### config.mk
export PLATFORM = sky130hd
export DESIGN_NAME = alu_flat
export DESIGN_NICKNAME = d
export VERILOG_FILES = /design/src/rtl/alu_pkg.sv /design/src/rtl/alu_if.sv /design/src/rtl/alu_comb.sv /design/src/rtl/alu.sv /design/src/flat_wrapper.sv
export SDC_FILE = /design/constraint.sdc
export NUM_CORES = 2
export LEC_CHECK = 0
export CAP_MARGIN = 20
export CORE_AREA = 2 2 283 285
export CTS_BUF_LIST = sky130_fd_sc_hd__clkbuf_2
export CTS_CLUSTER_SIZE = 40
export DETAILED_ROUTE_END_ITERATION = 16
export DIE_AREA = 0 0 285 287
export PLACE_DENSITY = 0.61
export RECOVER_POWER = 50
export SYNTH_ARGS = -nofsm -noshare
export SYNTH_HDL_FRONTEND = slang
export SYNTH_SLANG_ARGS = --single-unit
### constraint.sdc
create_clock -name clk -period 11.25 [get_ports clk]
set_input_delay 1.125 -clock clk [delete_from_list [all_inputs] [get_ports clk]]
set_output_delay 1.125 -clock clk [all_outputs]
set_load 0.01 [all_outputs]
### src/rtl/alu_pkg.sv
// Shared ALU definitions: operand width, opcode encodings and the flag bundle.
package alu_pkg;

  localparam int ALU_WIDTH = 32;
  localparam int ALU_OPW   = 7;

  typedef logic [ALU_OPW-1:0] opcode_t;

  localparam opcode_t ALU_ADD   = 7'h00;
  localparam opcode_t ALU_SUB   = 7'h01;
  localparam opcode_t ALU_AND   = 7'h02;
  localparam opcode_t ALU_OR    = 7'h03;
  localparam opcode_t ALU_XOR   = 7'h04;
  localparam opcode_t ALU_SLL   = 7'h05;
  localparam opcode_t ALU_SRL   = 7'h06;
  localparam opcode_t ALU_SRA   = 7'h07;
  localparam opcode_t ALU_SLT   = 7'h08;
  localparam opcode_t ALU_SLTU  = 7'h09;
  localparam opcode_t ALU_NOR   = 7'h0A;
  localparam opcode_t ALU_PASSA = 7'h0B;
  localparam opcode_t ALU_PASSB = 7'h0C;
  localparam opcode_t ALU_MUL   = 7'h0D;

  // Status flags travelling alongside the result.
  typedef struct packed {
    logic zero;
    logic negative;
    logic carry;
    logic overflow;
    logic illegal;
  } alu_flags_t;

  // Flag values seen after reset: result is 0, so zero is set.
  localparam alu_flags_t ALU_FLAGS_RST = '{zero: 1'b1, negative: 1'b0,
                                          carry: 1'b0, overflow: 1'b0,
                                          illegal: 1'b0};

endpackage

### src/rtl/alu_if.sv
// Operand/opcode in, registered result and flags out.
interface alu_if #(
  parameter int WIDTH = alu_pkg::ALU_WIDTH
);
  logic [WIDTH-1:0]           a;
  logic [WIDTH-1:0]           b;
  logic [alu_pkg::ALU_OPW-1:0] opcode;
  logic [WIDTH-1:0]           result;
  logic                       zero;
  logic                       negative;
  logic                       carry;
  logic                       overflow;
  logic                       illegal;

  modport master (
    output a, b, opcode,
    input  result, zero, negative, carry, overflow, illegal
  );

  modport slave (
    input  a, b, opcode,
    output result, zero, negative, carry, overflow, illegal
  );
endinterface

### src/rtl/alu_comb.sv
// Purely combinational ALU datapath: operands + opcode -> next result and flags.
module alu_comb
  import alu_pkg::*;
#(
  parameter int WIDTH = ALU_WIDTH
) (
  input  logic [WIDTH-1:0] a_i,
  input  logic [WIDTH-1:0] b_i,
  input  opcode_t          opcode_i,
  output logic [WIDTH-1:0] result_o,
  output alu_flags_t       flags_o
);

  localparam int SHW = $clog2(WIDTH);

  logic [SHW-1:0]   shamt;
  logic [WIDTH:0]   sum_w;
  logic [WIDTH:0]   diff_w;
  logic [WIDTH-1:0] mul_w;
  logic             slt_w;
  logic             sltu_w;
  logic             add_ovf;
  logic             sub_ovf;
  logic [WIDTH-1:0] res;
  logic             carry;
  logic             ovf;
  logic             illegal;

  // Only the low bits of b select the shift distance.
  assign shamt  = b_i[SHW-1:0];

  // Subtraction as a + ~b + 1 so bit WIDTH is the not-borrow.
  assign sum_w  = {1'b0, a_i} + {1'b0, b_i};
  assign diff_w = {1'b0, a_i} + {1'b0, ~b_i} + {{WIDTH{1'b0}}, 1'b1};
  assign mul_w  = a_i * b_i;
  assign slt_w  = $signed(a_i) < $signed(b_i);
  assign sltu_w = a_i < b_i;

  // Signed overflow: operands agree in sign (ADD) or disagree (SUB) and the
  // result sign departs from a.
  assign add_ovf = (a_i[WIDTH-1] == b_i[WIDTH-1]) &&
                   (sum_w[WIDTH-1] != a_i[WIDTH-1]);
  assign sub_ovf = (a_i[WIDTH-1] != b_i[WIDTH-1]) &&
                   (diff_w[WIDTH-1] != a_i[WIDTH-1]);

  // Opcode decode; carry/overflow are only meaningful for ADD/SUB.
  always_comb begin
    res     = '0;
    carry   = 1'b0;
    ovf     = 1'b0;
    illegal = 1'b0;
    case (opcode_i)
      ALU_ADD: begin
        res   = sum_w[WIDTH-1:0];
        carry = sum_w[WIDTH];
        ovf   = add_ovf;
      end
      ALU_SUB: begin
        res   = diff_w[WIDTH-1:0];
        carry = diff_w[WIDTH];
        ovf   = sub_ovf;
      end
      ALU_AND:   res = a_i & b_i;
      ALU_OR:    res = a_i | b_i;
      ALU_XOR:   res = a_i ^ b_i;
      ALU_SLL:   res = a_i << shamt;
      ALU_SRL:   res = a_i >> shamt;
      ALU_SRA:   res = $signed(a_i) >>> shamt;
      ALU_SLT:   res = {{(WIDTH-1){1'b0}}, slt_w};
      ALU_SLTU:  res = {{(WIDTH-1){1'b0}}, sltu_w};
      ALU_NOR:   res = ~(a_i | b_i);
      ALU_PASSA: res = a_i;
      ALU_PASSB: res = b_i;
      ALU_MUL:   res = mul_w;
      default:   illegal = 1'b1;
    endcase
  end

  assign result_o          = res;
  assign flags_o.zero      = (res == '0);
  assign flags_o.negative  = res[WIDTH-1];
  assign flags_o.carry     = carry;
  assign flags_o.overflow  = ovf;
  assign flags_o.illegal   = illegal;

endmodule

### src/rtl/alu.sv
// ALU top: combinational datapath followed by a single output register stage.
module alu
  import alu_pkg::*;
#(
  parameter int WIDTH = ALU_WIDTH
) (
  input  logic  clk,
  input  logic  rst,
  alu_if.slave  bus
);

  logic [WIDTH-1:0] result_d, result_q;
  alu_flags_t       flags_d,  flags_q;

  alu_comb #(.WIDTH(WIDTH)) u_comb (
    .a_i      (bus.a),
    .b_i      (bus.b),
    .opcode_i (bus.opcode),
    .result_o (result_d),
    .flags_o  (flags_d)
  );

  // Output register; reset discards whatever was sampled on that edge.
  always_ff @(posedge clk) begin
    if (rst) begin
      result_q <= '0;
      flags_q  <= ALU_FLAGS_RST;
    end else begin
      result_q <= result_d;
      flags_q  <= flags_d;
    end
  end

  assign bus.result   = result_q;
  assign bus.zero     = flags_q.zero;
  assign bus.negative = flags_q.negative;
  assign bus.carry    = flags_q.carry;
  assign bus.overflow = flags_q.overflow;
  assign bus.illegal  = flags_q.illegal;

endmodule

### src/flat_wrapper.sv
// flat-port wrapper written by rule: the top's interface ports become plain ports
module alu_flat import alu_pkg::*;
#(
  parameter int WIDTH = ALU_WIDTH
)
  (clk, rst, bus_a, bus_b, bus_opcode, bus_result, bus_zero, bus_negative, bus_carry, bus_overflow, bus_illegal);
  alu_if #(.WIDTH(WIDTH)) bus_i ();
  input  logic clk;
  input  logic rst;
  input wire logic [$bits(bus_i.a)-1:0] bus_a;
  input wire logic [$bits(bus_i.b)-1:0] bus_b;
  input wire logic [$bits(bus_i.opcode)-1:0] bus_opcode;
  output wire logic [$bits(bus_i.result)-1:0] bus_result;
  output wire logic [$bits(bus_i.zero)-1:0] bus_zero;
  output wire logic [$bits(bus_i.negative)-1:0] bus_negative;
  output wire logic [$bits(bus_i.carry)-1:0] bus_carry;
  output wire logic [$bits(bus_i.overflow)-1:0] bus_overflow;
  output wire logic [$bits(bus_i.illegal)-1:0] bus_illegal;
  assign bus_i.a = bus_a;
  assign bus_i.b = bus_b;
  assign bus_i.opcode = bus_opcode;
  assign bus_result = bus_i.result;
  assign bus_zero = bus_i.zero;
  assign bus_negative = bus_i.negative;
  assign bus_carry = bus_i.carry;
  assign bus_overflow = bus_i.overflow;
  assign bus_illegal = bus_i.illegal;
  alu #(.WIDTH(WIDTH)) u_core (.clk(clk), .rst(rst), .bus(bus_i));
endmodule
==> impl_metrics.json <==
{
  "status": "finished clean",
  "worst_pin_slew_ns": 1.30,
  "yosysMostFrequentCell": "nor2_1",
  "ys_top_cells_by_area": "fa_1, ha_1, nor2_1",
  "synth_seq_cells": 36,
  "path_clk_slew_ns": 0.19,
  "viasPerCell": 6.28,
  "finalHoldViolations": 0,
  "setup_tns_ns": 0,
  "portBuffers": 109,
  "yosys.area_share.simple_pct": 19.1,
  "numCtsBuffers": 5,
  "synth.distinct_cells": 98,
  "drtAntennaViolNets": 0,
  "synth_edf_count": 0,
  "period_share_pct": 94.9,
  "endpoint": "u_core.bus.zero",
  "max_freq_mhz": 93.7,
  "async_flop_share_pct": 0,
  "start_util_pct": 34.9,
  "yosysTopAreaCell": "fa_1",
  "synth_top_family_by_area": "adder cells",
  "detail_route.wl_per_cell_microns": 33.2,
  "ios": 110,
  "htree_num_levels": 2,
  "synthMuxAreaShare_pct": 8.31,
  "crit_fanout": 17,
  "ctsRootBufferMaster": "clkbuf_2",
  "place_congestion": 1.10,
  "rsz0062_at_grt": "false",
  "cap_violations": 0,
  "drive_gt1_share_pct": 7.72,
  "startpoint": "bus_b[10]",
  "slew_violations": 0,
  "arrival_ns": 11.04,
  "cts_setup_buffers": 0,
  "cts_tree": "done",
  "drtPass1Iterations": 6,
  "grt_max_degree": 62,
  "vias": 28400,
  "die_x_microns": 285,
  "coreArea_sq_mm": 0.0786,
  "track_usage_pct": 36.5,
  "hold_path.class": "in -> reg",
  "drt_iter0_markers": 3937,
  "cts-hold-fix-buffers": 0,
  "grt_pass1_vias": 28000,
  "hold_slack_ns": 1.35,
  "die-area_sq_mm": 0.0818,
  "synth.top_cell.area_share_pct": 29.9,
  "setup_viol": 0,
  "synth_common_cells": "nor2_1, inv_1, fa_1",
  "yosysWarningCount": 0,
  "drcViolationCount": 0,
  "clock_sinks": 36,
  "min_period_ns": 10.67,
  "postSynthCellCount": 3470,
  "slew-limit-headroom_pct": 12.3,
  "worst_setup_path_start_kind": "input pin",
  "post_cts_resized": 0,
  "syn_nets": 4173,
  "dpl.hpwl_microns": 120000,
  "antenna_found_initial": 21,
  "nets": 4172,
  "ys_seq_area_share_pct": 2.63,
  "grt_pass1_wl_microns": 213000,
  "worstSetupPathType": "in -> reg",
  "die_h_microns": 287,
  "synth_compound_area_share_pct": 16.4,
  "wl_microns": 150000,
  "clock_path_buffers": 2,
  "rows": 103,
  "synth_xor_area_share_pct": 3.23,
  "avgSynthCellArea_sq_um": 7.90,
  "ys.flop_type": "dfxtp_1",
  "synthAdderAreaFrac_pct": 40.0,
  "required_ns": 11.62,
  "crit_path_end_kind": "flop",
  "syn_area_sq_mm": 0.0274,
  "grt.overflow.total": 0,
  "area.growth.synth_to_final_pct": 8.94
}
==> cells by family (layout without fill, tap and decap cells) <==
| logic type | Yosys count | in the layout |
|---|---|---|
| simple gates | 1186 | 1186 |
| buf+inv | 723 | 723 |
| compound gates | 639 | 639 |
| fa+ha+maj | 630 | 630 |
| mux | 155 | 155 |
| xor+xnor | 101 | 101 |
| flops | 36 | 36 |
| other cells | 0 | 8 |
==> routing by layer <==
metal,GRT usage [%],share of wire [%],vias up
met5,0,0.067,-
met4,19.5,6.8,16
met3,10.3,13,440
met2,53.0,41,2115
met1,49.1,39,14300
li1,-,-,11600
==> metrics by stage <==
| step | std cells | setup slack [ns] | cell area, sq um | util [%] |
|---|---|---|---|---|
| CTS | 4517 | 0.941 | 29800 | 37.9 |
| finish | 4528 | 0.578 | 29900 | 38.0 |
| global route | 4523 | 0.545 | 29900 | 38.0 |
| floorplan | 3470 | 1.45 | 27400 | - |
| detailed placement | 4509 | 0.477 | 29800 | 37.9 |
| global placement | 4507 | 0.563 | 29700 | 37.8 |
==> final cells by class <==
class	instances	area, sq um
diodes	8	20.0
inverters	478	1790
well taps	1050	1310
fillers	8268	48700
flip-flops and latches	36	721
repair buffers	237	2060
clock buffers	5	25.0
clock inverters	3	42.5
multi-input cells	2711	23900
==> layout by cell type (no fill, tap or decap), types with 27 or more instances in the layout <==
cell,count
a211oi_1,37
a21oi_1,115
a221oi_1,30
buf_4,127
clkdlybuf4s50_1,67
dfxtp_1,36
dlygate4sd3_1,36
fa_1,410
ha_1,220
inv_1,459
mux2i_1,69
mux4_2,54
nand2_1,374
nand2b_1,27
nand3_1,51
nor2_1,481
nor2b_1,35
nor3_1,61
o211ai_1,42
o21ai_0,106
o22ai_1,31
xnor2_1,83
==> state kept, by name, summed over array words and instances, names as in the netlist <==
register / cells
u_core.bus.result: 31
u_core.bus.negative: 1
u_core.bus.zero: 1
u_core.bus.overflow: 1
u_core.bus.illegal: 1
u_core.bus.carry: 1
==> critical path: stages <==
cell,delay [ns]
clkdlybuf4s50_1,1.23
clkinv_1,0.98
nor2_1,0.34
fa_1,0.49
fa_1,0.44
fa_1,0.49
inv_1,0.05
fa_1,0.47
inv_1,0.04
ha_1,0.27
ha_1,0.28
fa_1,0.52
fa_1,0.43
ha_1,0.36
and3_1,0.25
a221oi_1,0.50
and3_1,0.31
a21boi_0,0.15
xnor2_1,0.35
o211ai_1,0.29
a2111oi_1,0.63
o211ai_1,0.22
nor4_1,0.28
and4b_1,0.26
a21oi_1,0.09
nor3_2,0.17
==> worst min-delay path by stage <==
stage,startpoint,to,slack [ns],depth (start not counted)
final,bus_opcode[3],u_core.bus.illegal,1.35,4
after detailed placement,bus_opcode[3],u_core.bus.illegal,1.80,4
after floorplan,bus_opcode[6],u_core.bus.illegal,1.34,2
after global routing,bus_opcode[3],u_core.bus.illegal,1.34,4
after global placement,bus_opcode[3],u_core.bus.illegal,1.80,4
after CTS,bus_opcode[3],u_core.bus.illegal,1.32,4
Power is left out: the tool's default activity adds up to more than one toggle a clock period on the data nets, which glitch-free logic cannot reach.
